--- src/rtl/keypad_mux_display.sv ---
// keypad_mux_display: 4x4 keypad row scanner with debounce and key history,
// shown on a multiplexed, active-low seven-segment display.
module keypad_mux_display #(
    parameter int NDIGITS     = 2,
    parameter int SCAN_DIV    = 5000,
    parameter int DEBOUNCE    = 48,
    parameter int REFRESH_DIV = 5000
) (
    input  logic               clk,
    input  logic               reset,
    input  logic [3:0]         cols,
    output logic [3:0]         rows,
    output logic [NDIGITS-1:0] digit_en,
    output logic [6:0]         seg,
    output logic               key_valid,
    output logic [3:0]         key_code
);
    localparam int SW = (SCAN_DIV > 1) ? $clog2(SCAN_DIV) : 1;
    localparam int DW = (DEBOUNCE > 1) ? $clog2(DEBOUNCE) : 1;
    localparam int RW = (REFRESH_DIV > 1) ? $clog2(REFRESH_DIV) : 1;
    localparam int NW = (NDIGITS > 1) ? $clog2(NDIGITS) : 1;

    localparam logic [SW-1:0] SCAN_LAST = SW'(SCAN_DIV - 1);
    localparam logic [DW-1:0] DEB_LAST  = DW'(DEBOUNCE - 1);
    localparam logic [RW-1:0] REF_LAST  = RW'(REFRESH_DIV - 1);
    localparam logic [NW-1:0] SLOT_LAST = NW'(NDIGITS - 1);

    typedef enum logic [1:0] {
        ST_SCAN,
        ST_DEB,
        ST_HELD
    } state_t;

    logic [3:0]    sync1_q;
    logic [3:0]    scols_q;
    state_t        state_q, state_d;
    logic [3:0]    rows_q, rows_d;
    logic [3:0]    cap_q, cap_d;
    logic [SW-1:0] scnt_q, scnt_d;
    logic [DW-1:0] dcnt_q, dcnt_d;
    logic          accept;
    logic [3:0]    code;
    logic          key_valid_q;
    logic [3:0]    key_code_q;

    logic [NDIGITS-1:0][3:0] dig_q;
    logic [NDIGITS-1:0]      dv_q;
    logic [RW-1:0]           rcnt_q;
    logic [NW-1:0]           slot_q;
    logic [3:0]              cur_dig;
    logic                    cur_vld;

    function automatic logic [3:0] key_of(
        input logic [3:0] r,
        input logic [3:0] c
    );
        logic [1:0] ri;
        logic [1:0] ci;
        logic [3:0] k;
        ri = '0;
        ci = '0;
        for (int i = 0; i < 4; i++) begin
            if (r[i]) ri = 2'(i);
            if (c[i]) ci = 2'(i);
        end
        case ({ri, ci})
            4'd0:    k = 4'h1;
            4'd1:    k = 4'h2;
            4'd2:    k = 4'h3;
            4'd3:    k = 4'hA;
            4'd4:    k = 4'h4;
            4'd5:    k = 4'h5;
            4'd6:    k = 4'h6;
            4'd7:    k = 4'hB;
            4'd8:    k = 4'h7;
            4'd9:    k = 4'h8;
            4'd10:   k = 4'h9;
            4'd11:   k = 4'hC;
            4'd12:   k = 4'hE;
            4'd13:   k = 4'h0;
            4'd14:   k = 4'hF;
            default: k = 4'hD;
        endcase
        return k;
    endfunction

    // Active-high glyph {g,f,e,d,c,b,a}; inverted at the pin.
    function automatic logic [6:0] glyph(input logic [3:0] d);
        logic [6:0] g;
        case (d)
            4'h0:    g = 7'h3F;
            4'h1:    g = 7'h06;
            4'h2:    g = 7'h5B;
            4'h3:    g = 7'h4F;
            4'h4:    g = 7'h66;
            4'h5:    g = 7'h6D;
            4'h6:    g = 7'h7D;
            4'h7:    g = 7'h07;
            4'h8:    g = 7'h7F;
            4'h9:    g = 7'h6F;
            4'hA:    g = 7'h77;
            4'hB:    g = 7'h7C;
            4'hC:    g = 7'h39;
            4'hD:    g = 7'h5E;
            4'hE:    g = 7'h79;
            default: g = 7'h71;
        endcase
        return g;
    endfunction

    assign code = key_of(rows_q, cap_q);

    always_comb begin
        state_d = state_q;
        rows_d  = rows_q;
        cap_d   = cap_q;
        scnt_d  = scnt_q;
        dcnt_d  = dcnt_q;
        accept  = 1'b0;
        unique case (state_q)
            ST_SCAN: begin
                if (scols_q != 4'd0) begin
                    cap_d   = scols_q;
                    dcnt_d  = '0;
                    scnt_d  = '0;
                    state_d = ST_DEB;
                end else if (scnt_q == SCAN_LAST) begin
                    scnt_d = '0;
                    rows_d = {rows_q[2:0], rows_q[3]};
                end else begin
                    scnt_d = scnt_q + 1'b1;
                end
            end
            ST_DEB: begin
                if (scols_q != cap_q || scols_q == 4'd0) begin
                    state_d = ST_SCAN;
                end else if (dcnt_q == DEB_LAST) begin
                    dcnt_d  = '0;
                    state_d = ST_HELD;
                    // Several columns at once are ambiguous: swallow them.
                    accept  = ((cap_q & (cap_q - 4'd1)) == 4'd0);
                end else begin
                    dcnt_d = dcnt_q + 1'b1;
                end
            end
            ST_HELD: begin
                if (scols_q != 4'd0) begin
                    dcnt_d = '0;
                end else if (dcnt_q == DEB_LAST) begin
                    dcnt_d  = '0;
                    state_d = ST_SCAN;
                end else begin
                    dcnt_d = dcnt_q + 1'b1;
                end
            end
            default: state_d = ST_SCAN;
        endcase
    end

    always_ff @(posedge clk or negedge reset) begin
        if (!reset) begin
            sync1_q     <= '0;
            scols_q     <= '0;
            state_q     <= ST_SCAN;
            rows_q      <= 4'b0001;
            cap_q       <= '0;
            scnt_q      <= '0;
            dcnt_q      <= '0;
            key_valid_q <= 1'b0;
            key_code_q  <= '0;
            dig_q       <= '0;
            dv_q        <= '0;
        end else begin
            sync1_q     <= cols;
            scols_q     <= sync1_q;
            state_q     <= state_d;
            rows_q      <= rows_d;
            cap_q       <= cap_d;
            scnt_q      <= scnt_d;
            dcnt_q      <= dcnt_d;
            key_valid_q <= accept;
            if (accept) begin
                key_code_q <= code;
                for (int i = NDIGITS - 1; i > 0; i--) begin
                    dig_q[i] <= dig_q[i-1];
                    dv_q[i]  <= dv_q[i-1];
                end
                dig_q[0] <= code;
                dv_q[0]  <= 1'b1;
            end
        end
    end

    // Refresh runs free of the scanner; history shifts show up next slot.
    always_ff @(posedge clk or negedge reset) begin
        if (!reset) begin
            rcnt_q <= '0;
            slot_q <= '0;
        end else if (rcnt_q == REF_LAST) begin
            rcnt_q <= '0;
            slot_q <= (slot_q == SLOT_LAST) ? '0 : slot_q + 1'b1;
        end else begin
            rcnt_q <= rcnt_q + 1'b1;
        end
    end

    always_comb begin
        cur_dig = '0;
        cur_vld = 1'b0;
        for (int i = 0; i < NDIGITS; i++) begin
            if (slot_q == NW'(i)) begin
                cur_dig = dig_q[i];
                cur_vld = dv_q[i];
            end
        end
    end

    assign seg       = cur_vld ? ~glyph(cur_dig) : 7'h7F;
    assign digit_en  = NDIGITS'(1) << slot_q;
    assign rows      = rows_q;
    assign key_valid = key_valid_q;
    assign key_code  = key_code_q;

endmodule

--- config.mk ---
export PLATFORM = sky130hd
export DESIGN_NAME = keypad_mux_display
export DESIGN_NICKNAME = d
export VERILOG_FILES = /design/src/rtl/keypad_mux_display.sv
export SDC_FILE = /design/constraint.sdc
export NUM_CORES = 1
export LEC_CHECK = 0
export CORE_ASPECT_RATIO = 1.4
export CORE_UTILIZATION = 55
export CTS_BUF_LIST = sky130_fd_sc_hd__clkbuf_16
export DETAILED_ROUTE_END_ITERATION = 16
export DONT_BUFFER_PORTS = 1
export HOLD_SLACK_MARGIN = 0.15
export PLACE_DENSITY = 0.7
export SYNTH_ARGS = -nofsm -noshare
export SYNTH_HDL_FRONTEND = slang
export SYNTH_SLANG_ARGS = --single-unit
--- constraint.sdc ---
create_clock -name clk -period 5.93 [get_ports clk]
set_input_delay 0.8895 -clock clk [delete_from_list [all_inputs] [get_ports clk]]
set_output_delay 0.8895 -clock clk [all_outputs]
set_load 0.1 [all_outputs]
==> metrics.cfg <==
[critical_path]
worst-path-buf-inv = 3
worstPathArrival_ns = 3.16
startpoint_type = register
cp_common_cell = inv_1
end_kind = output port
crit_slowest_cell = dfrtp_1
path_class = register to output port
worstPathMaxFanout = 5
cp_top_family = flip-flops
worstPathCellList = mux2_2 -> inv_1 -> ha_1 -> inv_1 -> mux4_2 -> inv_1 -> nand2_1
worst_path_largest_cell_delay_ns = 0.96
required_ns = 5.04

[clocking]
clockRootBuffer = clkbuf_16
clkLatencyLatePin_ns = 0.32
cts_setup_buffers = 0
cts.path.max_buffers = 2
clk_pin_slew_worst_paths_ns = 0.05
postCtsHoldBufs = 0
cts_sinks = 62
cts_resized = 0
cts_buffers = 9
cts_tree = done
htreeDepth = 3

[power_and_ir_drop]
worst_ir_drop_vdd_mv = 0.2180
p_leak_nw = 1.612
power.density_mw_per_mm2 = 339.6

[synthesis]
ys_seq_area_share_pct = 45.33
synth_area_per_cell_um2 = 10.23
synth-edff-count = 0
async_flop_share_pct = 100.0
yosys.area_share.simple_pct = 17.53
synth.distinct_cells = 52
synth_cells = 335
synth_warnings = 0
synthAdderAreaFrac_pct = 6.866
synth_nets = 359
syn-cell-area_mm2 = 0.003426
ys_ff_latch = 62
synth-xor-area-share_pct = 4.858
synth_top_family_by_area = simple AND/OR/NAND/NOR gates
synth-compound-area-share_pct = 14.02
ys.flop_type = dfrtp_1
synth.area.mux_share_pct = 6.720

[layout]
ff_latch_area_mm2 = 0.001553
drive_above_1_share_pct = 14.50
syn_to_final_growth_pct = 11.03
layout_common_cells = dfrtp_1 (61), nand2_1 (33), inv_1 (21), ha_1 (18), nor2_1 (16)
nets = 357
fillers = 500
n_antenna_cell = 0
stdcell_area_mm2 = 0.003804
multi_input_area_mm2 = 0.001742
final_common_cell = dfrtp_1

[sta]
tns_ns = 0
rsz0062_at_grt = no
period_share_pct = 68.28
finalHoldViolCount = 0
finalSetupViolCount = 0
worst_pin_slew_ns = 1.228
slew_headroom_pct = 20.40
min_period_ns = 4.049
slew_violations = 0
whs_ns = 0.2629
max_freq_mhz = 247.0
fin_ws_ns = 1.881
finalClockSkew_ns = 0.007407

[drt]
wl_mm = 6.157
routedWlPerCell_um = 15.09
first_iter_violations = 169
vias = 2439
avgViaCountPerCell = 5.978
firstDrtPassIters = 5
ant_nets = 0
drc = 0

[die]
die-width_um = 68.70
die_h_um = 95.38
start_util_pct = 57.62
row_count = 33
core_mm2 = 0.005946
die_area_mm2 = 0.006553
io_pins = 24

[global_route]
grt_pass1_vias = 2371
antenna_found_initial = 0
grt_use_total_pct = 21.96
grt_max_degree = 63
grt_overflow_total = 0
grt_pass1_wl_mm = 10.48

[placement]
io_buffers = 0
place_congestion = 0.8205
dpl_cell_area_mm2 = 0.003490
place_ws_ns = 2.210
dpl.hpwl_mm = 4.192

[min_path]
hp-class = input port to asynchronous set/reset pin

[flow_run]
maxCapViolations = 0

[outcome]
outcome = complete, no violations

report_power, final:
group	internal (W)	switching (W)	leakage, nW	total [W]
logic	0.000103	0.000161	0.639	0.000264
registers	0.000451	0.0000343	0.819	0.000485
clock network	0.000365	0.000177	0.155	0.000542
path summary, 6_finish.rpt:
kind | start | slack (ns) | depth (start not counted) | end
min in group clk | sync1_q[0] | 0.35 | 0 | scols_q[0]
setup / recovery | dig_q[0] | 1.88 | 7 | seg[3]
max in group asynchronous | reset | 5.47 | 0 | rows[0]
hold / removal | reset | 0.26 | 0 | dcnt_q[2]
setup reg to reg | state_q[0] | 3.59 | 5 | rows[3]
hold reg to reg | sync1_q[0] | 0.35 | 0 | scols_q[0]
sequential cells by signal, summed over array words and instances (netlist names), 4 cells and up:
name     cells
dig_q        8
rows         4
cap_q        4
dcnt_q       6
sync1_q      4
scols_q      4
scnt_q      13
rcnt_q      13
Yosys cell counts, types with 3 or more instances:
cell / number / area share [%]
dfrtp_1: 61 / 45
nor2b_1: 3 / 0.55
mux2i_1: 5 / 1.5
o31ai_1: 4 / 0.88
o21ai_0: 16 / 2.3
and3_1: 4 / 0.73
o221ai_1: 4 / 1.0
nor2_1: 16 / 1.8
nand3b_1: 3 / 0.66
a21oi_1: 13 / 1.9
nor4_1: 3 / 0.55
nor3_1: 8 / 1.2
nand3_1: 15 / 2.2
xnor2_1: 11 / 2.8
mux2_2: 10 / 3.3
nand2_1: 33 / 3.6
ha_1: 18 / 6.6
clkbuf_1: 5 / 0.55
o41ai_2: 3 / 1.4
a22o_1: 3 / 0.77
a211oi_1: 3 / 0.66
xor2_1: 8 / 2.0
o21ai_1: 12 / 1.8
nand4b_1: 3 / 0.77
nand4_1: 4 / 0.73
mux2_1: 4 / 1.3
inv_1: 20 / 2.2
nand2b_1: 5 / 0.91
o22ai_1: 5 / 0.91
buf_4: 7 / 1.5
or2_2: 3 / 0.55
metal layers:
| layer | share of wire, % | routed length, µm | track usage [%] |
|---|---|---|---|
| met5 | 0 | 0 | 0 |
| met4 | 2.0 | 124 | 10.37 |
| met2 | 52 | 3171 | 37.34 |
| met1 | 43 | 2652 | 25.23 |
| met3 | 3.4 | 208 | 5.502 |
area by class of cell:
class / count / share of cell area, %
multi-input combinational: 238 / 45.79
sequential: 62 / 40.82
clock buffer: 9 / 5.921
clock inverter: 7 / 2.336
tap: 70 / 2.303
inverter: 20 / 1.974
timing repair buffer: 2 / 0.8553
stage by stage:
step           utilization, %  cells  power [W]
2_1_floorplan               -    335  0.0007016
3_3_place_gp            58.69    392  0.0007435
3_5_place_dp            58.69    392  0.0007464
4_1_cts                 63.97    408   0.001305
5_1_grt                 63.97    408   0.001365
6_report                63.97    408   0.001292
kinds of logic after synthesis:
family          count (synthesis)
xor+xnor                       19
flops                          62
simple gates                  109
fa+ha+maj                      19
mux                            20
compound gates                 71
buf+inv                        35
No activity file was read; power rests on OpenSTA's default activity.
